`src/rtl/serial_subtractor.sv`:
```
// Bit-serial N-bit subtractor.
// Computes d = a - b one bit per clock, LSB first, with a single borrow
// flip-flop. The serial difference bits stream out on ser_bit/ser_valid.
// The full parallel difference and the final borrow are presented with a
// one-cycle done pulse when the operation completes.
module serial_subtractor #(
    parameter int WIDTH = 8
) (
    input  logic             clk,
    input  logic             rst,
    input  logic             start,
    input  logic [WIDTH-1:0] a,
    input  logic [WIDTH-1:0] b,
    output logic             busy,
    output logic             done,
    output logic [WIDTH-1:0] d,
    output logic             bout,
    output logic             ser_bit,
    output logic             ser_valid
);

    // The counter only has to reach WIDTH-1. Sizing it for WIDTH keeps it at
    // least one bit wide when WIDTH is 1.
    localparam int CNT_W = $clog2(WIDTH + 1);
    localparam logic [CNT_W-1:0] LAST_BIT = CNT_W'(WIDTH - 1);

    typedef enum logic [1:0] {
        IDLE,
        RUN,
        DONE
    } state_t;

    state_t           state_q;
    logic [WIDTH-1:0] shiftA_q;
    logic [WIDTH-1:0] shiftB_q;
    logic [WIDTH-1:0] result_q;
    logic             borrow_q;
    logic [CNT_W-1:0] count_q;
    logic             busy_q;
    logic             done_q;
    logic [WIDTH-1:0] diffOut_q;
    logic             borrowOut_q;
    logic             serBit_q;
    logic             serValid_q;

    logic             diff_d;
    logic             borrow_d;
    logic [WIDTH-1:0] result_d;

    // One full-subtractor cell working on the current LSBs. The new difference
    // bit enters the result register at the MSB, so after WIDTH shifts bit i
    // holds the difference of operand bit i.
    always_comb begin
        diff_d   = shiftA_q[0] ^ shiftB_q[0] ^ borrow_q;
        borrow_d = (~shiftA_q[0] & shiftB_q[0]) |
                   (~(shiftA_q[0] ^ shiftB_q[0]) & borrow_q);
        result_d = result_q >> 1;
        result_d[WIDTH-1] = diff_d;
    end

    // Control FSM and datapath registers. Every output is registered here.
    // Reset clears everything, which also aborts an operation in flight
    // without producing a done pulse.
    always_ff @(posedge clk or posedge rst) begin
        if (rst) begin
            state_q     <= IDLE;
            shiftA_q    <= '0;
            shiftB_q    <= '0;
            result_q    <= '0;
            borrow_q    <= 1'b0;
            count_q     <= '0;
            busy_q      <= 1'b0;
            done_q      <= 1'b0;
            diffOut_q   <= '0;
            borrowOut_q <= 1'b0;
            serBit_q    <= 1'b0;
            serValid_q  <= 1'b0;
        end else begin
            case (state_q)
                IDLE: begin
                    done_q     <= 1'b0;
                    serValid_q <= 1'b0;
                    if (start) begin
                        shiftA_q <= a;
                        shiftB_q <= b;
                        borrow_q <= 1'b0;
                        count_q  <= '0;
                        busy_q   <= 1'b1;
                        state_q  <= RUN;
                    end
                end
                RUN: begin
                    shiftA_q   <= shiftA_q >> 1;
                    shiftB_q   <= shiftB_q >> 1;
                    borrow_q   <= borrow_d;
                    result_q   <= result_d;
                    serBit_q   <= diff_d;
                    serValid_q <= 1'b1;
                    count_q    <= count_q + CNT_W'(1);
                    if (count_q == LAST_BIT) begin
                        diffOut_q   <= result_d;
                        borrowOut_q <= borrow_d;
                        done_q      <= 1'b1;
                        busy_q      <= 1'b0;
                        state_q     <= DONE;
                    end
                end
                DONE: begin
                    done_q     <= 1'b0;
                    serValid_q <= 1'b0;
                    state_q    <= IDLE;
                end
                default: begin
                    state_q <= IDLE;
                end
            endcase
        end
    end

    assign busy      = busy_q;
    assign done      = done_q;
    assign d         = diffOut_q;
    assign bout      = borrowOut_q;
    assign ser_bit   = serBit_q;
    assign ser_valid = serValid_q;

endmodule

```
`config.mk`:
```
export PLATFORM = sky130hd
export DESIGN_NAME = serial_subtractor
export DESIGN_NICKNAME = d
export VERILOG_FILES = /design/src/rtl/serial_subtractor.sv
export SDC_FILE = /design/constraint.sdc
export NUM_CORES = 1
export LEC_CHECK = 0
export BUFFER_PORTS_ARGS = -buffer_cell sky130_fd_sc_hd__buf_2
export CORE_MARGIN = 5
export CORE_UTILIZATION = 30
export DETAILED_ROUTE_END_ITERATION = 8
export PLACE_DENSITY = 0.49
export REMOVE_ABC_BUFFERS = 1
export SLEW_MARGIN = 20
export SYNTH_ARGS = -nofsm -noshare
export SYNTH_HDL_FRONTEND = slang
export SYNTH_SLANG_ARGS = --single-unit
```
`constraint.sdc`:
```
create_clock -name clk -period 4.2 [get_ports clk]
set_input_delay 0 -clock clk [delete_from_list [all_inputs] [get_ports clk]]
set_output_delay 0 -clock clk [all_outputs]
set_load 0.005 [all_outputs]
```
# == After elaboration in Yosys (flattened, before gate mapping) ==
# Cells that the tools add are included.
# word_totals
register_bits,44
inputBits,19
output_inout_bits,13
wordCells,51
# classes
add_sub_neg,1
eq_ne,5
n_mux,17
bitwise_logic,7
reduce_logical,9
# ops
op,count
8-bit case mux with 2 select lines,2
8-bit 2-to-1 mux,2
1-bit case mux with 2 select lines,4
4-bit case mux with 2 select lines,1
2-bit AND reduction,4
"4-bit by 1-bit adder with 4-bit output, second input constant",1
"4-bit by 3-bit equality test with 1-bit output, second input constant",1
1-bit 2-to-1 mux,4
2-bit 2-to-1 mux,2
4-bit 2-to-1 mux,1
"2-bit inequality test, second input constant",2
2-bit case mux with 2 select lines,1
2-bit nonzero test,2
3-bit AND reduction,1
1-bit bitwise AND,2
"2-bit by 1-bit equality test with 1-bit output, second input constant",1
"2-bit equality test, second input constant",1
2-bit logical NOT,1
1-bit NOT,2
2-bit OR reduction,1
1-bit bitwise XOR,2
1-bit bitwise OR,1

# == Logic depth before layout (Yosys ltp) ==
# Gate-level depths: netlist (run 1).
# logic_depth
depth_word,5
mapped_depth,5
ltp_nobuf,4

# == Least setup slack after synthesis (run 1) ==
# Ideal clock, no wire load.
# synth_path
path_kind,flip-flop to flip-flop
from,register state_q[1]
to,register diffOut_q[0] (netlist: d[0])
setup_time_ns,0.125
arrival_ns,1.309
required_ns,4.075
slack_ns,2.765
path_stages_with_launch,5
n_path_buf,1
synth_period_minus_slack_ns,1.435
path_cell_list,dfrtp_1 -> and2b_4 -> and4_4 -> buf_6 -> mux2_4
# synth_between
elab_chain_cells,2
# synth_lines
item,line,text
start: declaration,33,state_t state_q;
start signal: assignment,66,state_q <= IDLE;
start signal: assignment,89,state_q <= RUN;
start signal: assignment,105,state_q <= DONE;
2-bit by 1-bit equality test with 1-bit output,79,case (state_q)
2-bit AND reduction (no line),n/a,
end signal: assignment,101,diffOut_q <= result_d;
end: declaration,41,logic [WIDTH-1:0] diffOut_q;
# Every way passes these cells.
# A chain may end at the register's enable or synchronous reset.

# == Worst setup path after layout (run 1) ==
# layout_path
from,register state_q[0]
to,register diffOut_q[6] (netlist: d[6])
# The elaborated chain is that of the path after synthesis.

==> run metrics, run 1 <==
run status=complete, no violations; cells along the critical path=and2b_4 -> and4_4 -> mux2_2; PD cells=681 nW/um^2; chip width=89.2 um; # diodes=0; CP max stage delay=0.80 ns; critical path's slowest cell=dfrtp_1; Setup CP Type=flip-flop to flip-flop; Critical Path RT=4.38 ns; final-report max-slew violation count=0; first-pass iteration count of the detailed router=5; Period Utilization, post-route=51.2%; Num CTS Buffers=5; CP arrival=2.33 ns; Final nets=233; Ys Warns=0; Post-Syn Area=1880 sq um; Seq/Total Area, Yosys=55.8%; Leak=1.06 nW; slew at the pin closest to its max-slew limit=0.706 ns; number of remaining DRC errors=0; drt total wl=3960 um; TritonCTS clock tree=built; Hold Crit Start=b[1]; CORE AREA=6030 sq um; total clock sinks=42; Clock Latency Late Sink=0.29 ns; FF-to-FF Start=state_q[0]$_DFFE_PP0P_; Post-DRT Antenna Nets=0; Die Span Y=89.2 um; Fmax achieved=0.465 GHz; CP Buf/Inv Count=0; Setup TNS=0 ns; RSZ-0062 raised after global routing=false; Largest delay share family, worst path=simple AND/OR/NAND/NOR gates; largest net degree at the start of global routing=43; Worst-path clk slew=0.08 ns; area growth from synthesis to layout=19.2%; clock buffer depth=2; vias per cell=4.81; max cap viols=0; most common cell after layout, fill and taps aside=dfrtp_1; CP Launch Type=flip-flop; Post-Place Worst Slack=2.01 ns; via count=1,384; crit path from=state_q[0]$_DFFE_PP0P_; drt wl/cell=13.7 um; initial core utilization=31.3%; DP Wirelength=2540 um; final setup vio count=0; first-pass GRT wire length=6870 um; port buffer count=31; Slew HR=52.9%; most frequent cells in the layout=dfrtp_1, buf_2, nand2_1; vias in the first global route=1,398; HP Class=input pin to flip-flop; syn_area_per_cell=10.6 sq um; # rows=28; Mapped Cells=177; GP Congestion=0.737; Netlist cell types=30; DRT iter0 DRCs=86; Setup Skew=0.00308 ns; H-tree depth=2; io pins=32; die footprint=7960 sq um; final worst path period need=2.15 ns; CTS root buffer=clkbuf_8; total gr overflow=0; synthesis-stage register bit count=42; initial antenna violation count=0; Setup crit end kind=flip-flop; VDD IR max=0.265 mV; final hold violations=0; critical path fanouts, max=25; GRT Overall Usage=11.2%; share of cells above drive strength 1=23.9%; setup ws final=2.05 ns; fill cell count=627
[per-layer routing]
metal / GRT usage (%) / up-vias / part of all wire [%]
li1: - / 678 / -
met1: 15.6 / 670 / 49
met2: 16.9 / 34 / 45
met3: 3.04 / 2 / 5.5
met4: 3.25 / 0 / 0.48
met5: 0 / - / 0
[registers in the layout, summed over array words and instances (netlist names)]
signal     count
ser_valid      1
result_q       7
shiftB_q       8
count_q        4
borrow_q       1
state_q        2
d              8
busy           1
bout           1
shiftA_q       8
done           1
[report_power, final]
| part | switching, mW | leakage, nW | total, mW | internal, mW |
|---|---|---|---|---|
| sequential | 0.154 | 0.534 | 0.729 | 0.575 |
| clock | 0.138 | 0.0482 | 0.271 | 0.133 |
| combinational | 0.256 | 0.480 | 0.528 | 0.271 |
[Yosys cell counts]
cell type / instances / area [sq um]
a21oi_1: 15 / 75.1
mux2i_1: 1 / 10.0
buf_6: 1 / 11.3
o21ai_0: 18 / 90.1
mux2_4: 6 / 90.1
a21boi_0: 1 / 7.51
nor2_1: 1 / 3.75
buf_2: 1 / 5.00
a2bb2oi_1: 1 / 8.76
buf_1: 3 / 11.3
o21bai_1: 1 / 7.51
a21o_1: 1 / 7.51
a41oi_1: 1 / 8.76
dfrtp_1: 42 / 1050
mux2_2: 3 / 33.8
nand2b_1: 1 / 6.26
o311ai_1: 1 / 8.76
o22ai_1: 1 / 6.26
nor2b_1: 16 / 100
inv_1: 8 / 30.0
nand3_1: 2 / 10.0
ha_1: 1 / 12.5
and2b_4: 1 / 10.0
fa_1: 1 / 20.0
a22o_1: 2 / 17.5
clkbuf_1: 5 / 18.8
a22oi_1: 14 / 105
nand2_1: 26 / 97.6
buf_4: 1 / 7.51
and4_4: 1 / 11.3
[area by class of cell]
class                           count  area (sq um)  area share, %
Inverter                            8          30.0           1.34
Tap cell                           75          93.8           4.18
Timing Repair Buffer               39           230           10.3
Clock buffer                        7          86.3           3.85
Multi-Input combinational cell    116           748           33.3
Clock inverter                      1          5.00          0.223
Sequential cell                    42          1050           46.8
[repair_timing]
action / 4_1_cts / 5_1_grt
endpoints found under the hold margin: 47 / 0
gates resized for setup: 0 / 0
buffers inserted: 0 / 0
hold buffers: 6 / 0
[path summary, 6_finish.rpt]
check / slack, ns / cells past startpoint / to
max: 2.05 / 3 / d[6]$_DFFE_PP0P_
min: 0.0004 / 3 / shiftB_q[1]$_DFFE_PP0P_
max reg2reg: 2.05 / 3 / d[6]$_DFFE_PP0P_
min reg2reg: 0.48 / 2 / result_q[1]$_DFFE_PP0N_
max in group asynchronous: 3.43 / 4 / shiftB_q[2]$_DFFE_PP0P_
min in group asynchronous: 0.38 / 4 / d[6]$_DFFE_PP0P_
[stage by stage]
step | hold slack [ns] | power, mW | instances | utilization, % | area [sq um]
2_1_floorplan | 0.192 | 1.08 | 166 | - | 1830
3_3_place_gp | 0.166 | 1.27 | 274 | 34.7 | 2090
3_5_place_dp | 0.184 | 1.28 | 274 | 34.7 | 2090
4_1_cts | 0.000803 | 1.56 | 288 | 37.3 | 2240
5_1_grt | 0.000455 | 1.68 | 288 | 37.3 | 2240
6_report | 0.000401 | 1.53 | 288 | 37.3 | 2240
[tightest hold or removal path: cells and delay by family]
kind / cells / cell delay [ns]
AOI/OAI and AO/OA: 2 / 0.18
buffers and inverters: 1 / 0.08
[cells by family after synthesis]
| group | after synthesis | share of synthesized area (%) |
|---|---|---|
| adders and majority gates | 2 | 1.73 |
| buffers and inverters | 19 | 4.45 |
| and+or+nand+nor | 48 | 12.7 |
| AOI/OAI and AO/OA | 56 | 18.2 |
| DFF | 42 | 55.8 |
| muxes | 10 | 7.11 |
No activity file was read; power rests on OpenSTA's default activity.
==> run 2: changes to the inputs <==
Clock period 4.2 ns to 2.06 ns, I/O delays scaled along.
==> run 2 against run 1 <==
Effect of this change:
- cell area grew 2.3%
- sequential cell count did not move
- global-route usage is the same
- total power grew 110%
- fmax rose by 46%
- count of clock-buffer cells in the layout shrank 1
- critical endpoint unchanged
- first-iteration DRC count fell by 51%
- non-clock buffer count grew 7
- clock power grew 91%
- via count rose by 3.0%
- sequential power rose by 92%
==> run metrics, run 2 (synthesized netlist as in run 1, its figures left out) <==
Worst-path clk slew=0.08 ns (about the same); Setup Skew=0.00608 ns (+0.00300 ns); RSZ-0062 raised after global routing=false; NetSw=1.11 mW (+100%); first-pass GRT wire length=6920 um (+0.70%); H-tree depth=2 (unchanged); first-pass iteration count of the detailed router=4 (-1); Slew HR=63.8% (+11 points); DP Wirelength=2500 um (-1.7%); cells along the critical path=and2b_4 -> and4_4 -> mux2_2; vias per cell=4.87 (+1.3%); Final nets=240 (+3.0%); Critical Path RT=2.23 ns (-2.15 ns); port buffer count=31 (unchanged); slew at the pin closest to its max-slew limit=0.543 ns (-0.164 ns); Setup crit end kind=flip-flop; number of remaining DRC errors=0 (unchanged); Leak=1.09 nW (+2.5%); hold slack=0.00136 ns (+0.000955 ns); Setup CP Type=flip-flop to flip-flop; Largest delay share family, worst path=simple AND/OR/NAND/NOR gates; VDD IR max=0.535 mV (+100%); total gr overflow=0 (unchanged); die footprint=7960 sq um (unchanged); share of cells above drive strength 1=24.8% (+0.83 points); Num CTS Buffers=5 (unchanged); Setup TNS=0 ns (unchanged); switching share of total power=35.3% (-0.58 points); CTS root buffer=clkbuf_8; final hold violations=0 (unchanged); share of power burned in registers=44.7% (-3.0 points); vias in the first global route=1,441 (+3.1%); GP Congestion=0.740 (+0.43%); critical path fanouts, max=12 (-52%); run status=complete, no violations; DRT iter0 DRCs=42 (-51%); total power after layout=3.13 mW (+110%); Int Power=2.03 mW (+110%); Post-CTS Setup Bufs=0 (unchanged); via count=1,426 (+3.0%); drt total wl=3940 um (-0.51%); TritonCTS clock tree=built; initial antenna violation count=0 (unchanged); Fmax achieved=0.679 GHz (+46%); PD cells=1370 nW/um^2 (+100%); Post-DRT Antenna Nets=0 (unchanged); CP arrival=1.64 ns (-0.69 ns); # rows=28 (unchanged); # diodes=0 (unchanged); Comb power frac=38.8% (+4.2 points); initial core utilization=31.3% (unchanged); chip width=89.2 um (unchanged); Period Utilization, post-route=71.4% (+20 points); most frequent cells in the layout=dfrtp_1, buf_2, nand2_1; area growth from synthesis to layout=21.9%; CORE AREA=6030 sq um (unchanged); CP Launch Type=flip-flop; most common cell after layout, fill and taps aside=dfrtp_1; Clock Latency Late Sink=0.29 ns (about the same); final-report max-slew violation count=0 (unchanged); max cap viols=0 (unchanged); Die Span Y=89.2 um (unchanged); Clock power frac=16.5% (-1.3 points); GRT Overall Usage=11.2% (unchanged); largest net degree at the start of global routing=43 (unchanged); # resized after CTS=0 (unchanged); final worst path period need=1.47 ns (-0.679 ns); final setup vio count=0 (unchanged); CP max stage delay=0.38 ns (-0.42 ns); total clock sinks=42 (unchanged); io pins=32 (unchanged); clock buffer depth=2 (unchanged); critical path's slowest cell=dfrtp_1; HP Class=input pin to flip-flop; CP Buf/Inv Count=0 (unchanged); drt wl/cell=13.4 um (-2.2%)
## run 2: power by group through the flow
stage / combinational [mW] / sequential (mW) / clock [mW]
6_report: 1.22 / 1.40 / 0.517
3_3_place_gp: 1.22 / 1.41 / 0
4_1_cts: 1.25 / 1.40 / 0.538
3_5_place_dp: 1.23 / 1.42 / 0
2_1_floorplan: 0.775 / 1.43 / 0
5_1_grt: 1.41 / 1.45 / 0.573
## run 2: final cells by class
type	count	area, sq um
multi-input combinational	116	748
clock buffer	6	82.6
fill	615	3730
sequential	42	1050
timing repair buffer	46	290
inverter	8	30.0
tap	75	93.8
## run 2: worst min-delay path: cells and delay by family
| family | cells | cell delay [ns] |
|---|---|---|
| AO/OA/AOI/OAI | 2 | 0.18 |
| buffers and inverters | 1 | 0.08 |
## run 2: path summary, 6_finish.rpt
path                            depth (start not counted)  slack [ns]                      end                    from
worst max-delay path                                    3        0.59         d[6]$_DFFE_PP0P_  state_q[1]$_DFFE_PP0P_
worst min-delay path                                    3       0.001  shiftB_q[3]$_DFFE_PP0P_                    b[3]
worst max register to register                          3        0.59         d[6]$_DFFE_PP0P_  state_q[1]$_DFFE_PP0P_
worst min register to register                          2        0.49     borrow_q$_DFFE_PP0P_    borrow_q$_DFFE_PP0P_
max in group asynchronous                               4        1.30   count_q[0]$_DFFE_PP0P_                     rst
min in group asynchronous                               4        0.39         d[2]$_DFFE_PP0P_                     rst
## run 2: routing by layer
| layer | GRT usage [%] | routed length (um) | vias up |
|---|---|---|---|
| li1 | - | - | 690 |
| met1 | 15.0 | 1970 | 693 |
| met2 | 17.3 | 1690 | 35 |
| met3 | 2.95 | 223 | 8 |
| met4 | 4.06 | 59 | 0 |
| met5 | 0 | 0 | - |
## run 2: what timing repair did
item,CTS,global route
endpoints found under the setup margin,0,0
hold buffers,9,0
endpoints found under the hold margin,50,0
## run 2: stage by stage
stage | std cells | utilization (%) | cell area [sq um] | setup WS (ns)
2_1_floorplan | 166 | - | 1830 | 0.269
3_5_place_dp | 278 | 35.2 | 2120 | 0.602
3_3_place_gp | 278 | 35.2 | 2120 | 0.614
5_1_grt | 293 | 38.1 | 2300 | 0.540
4_1_cts | 293 | 38.1 | 2300 | 0.587
6_report | 293 | 38.1 | 2300 | 0.588
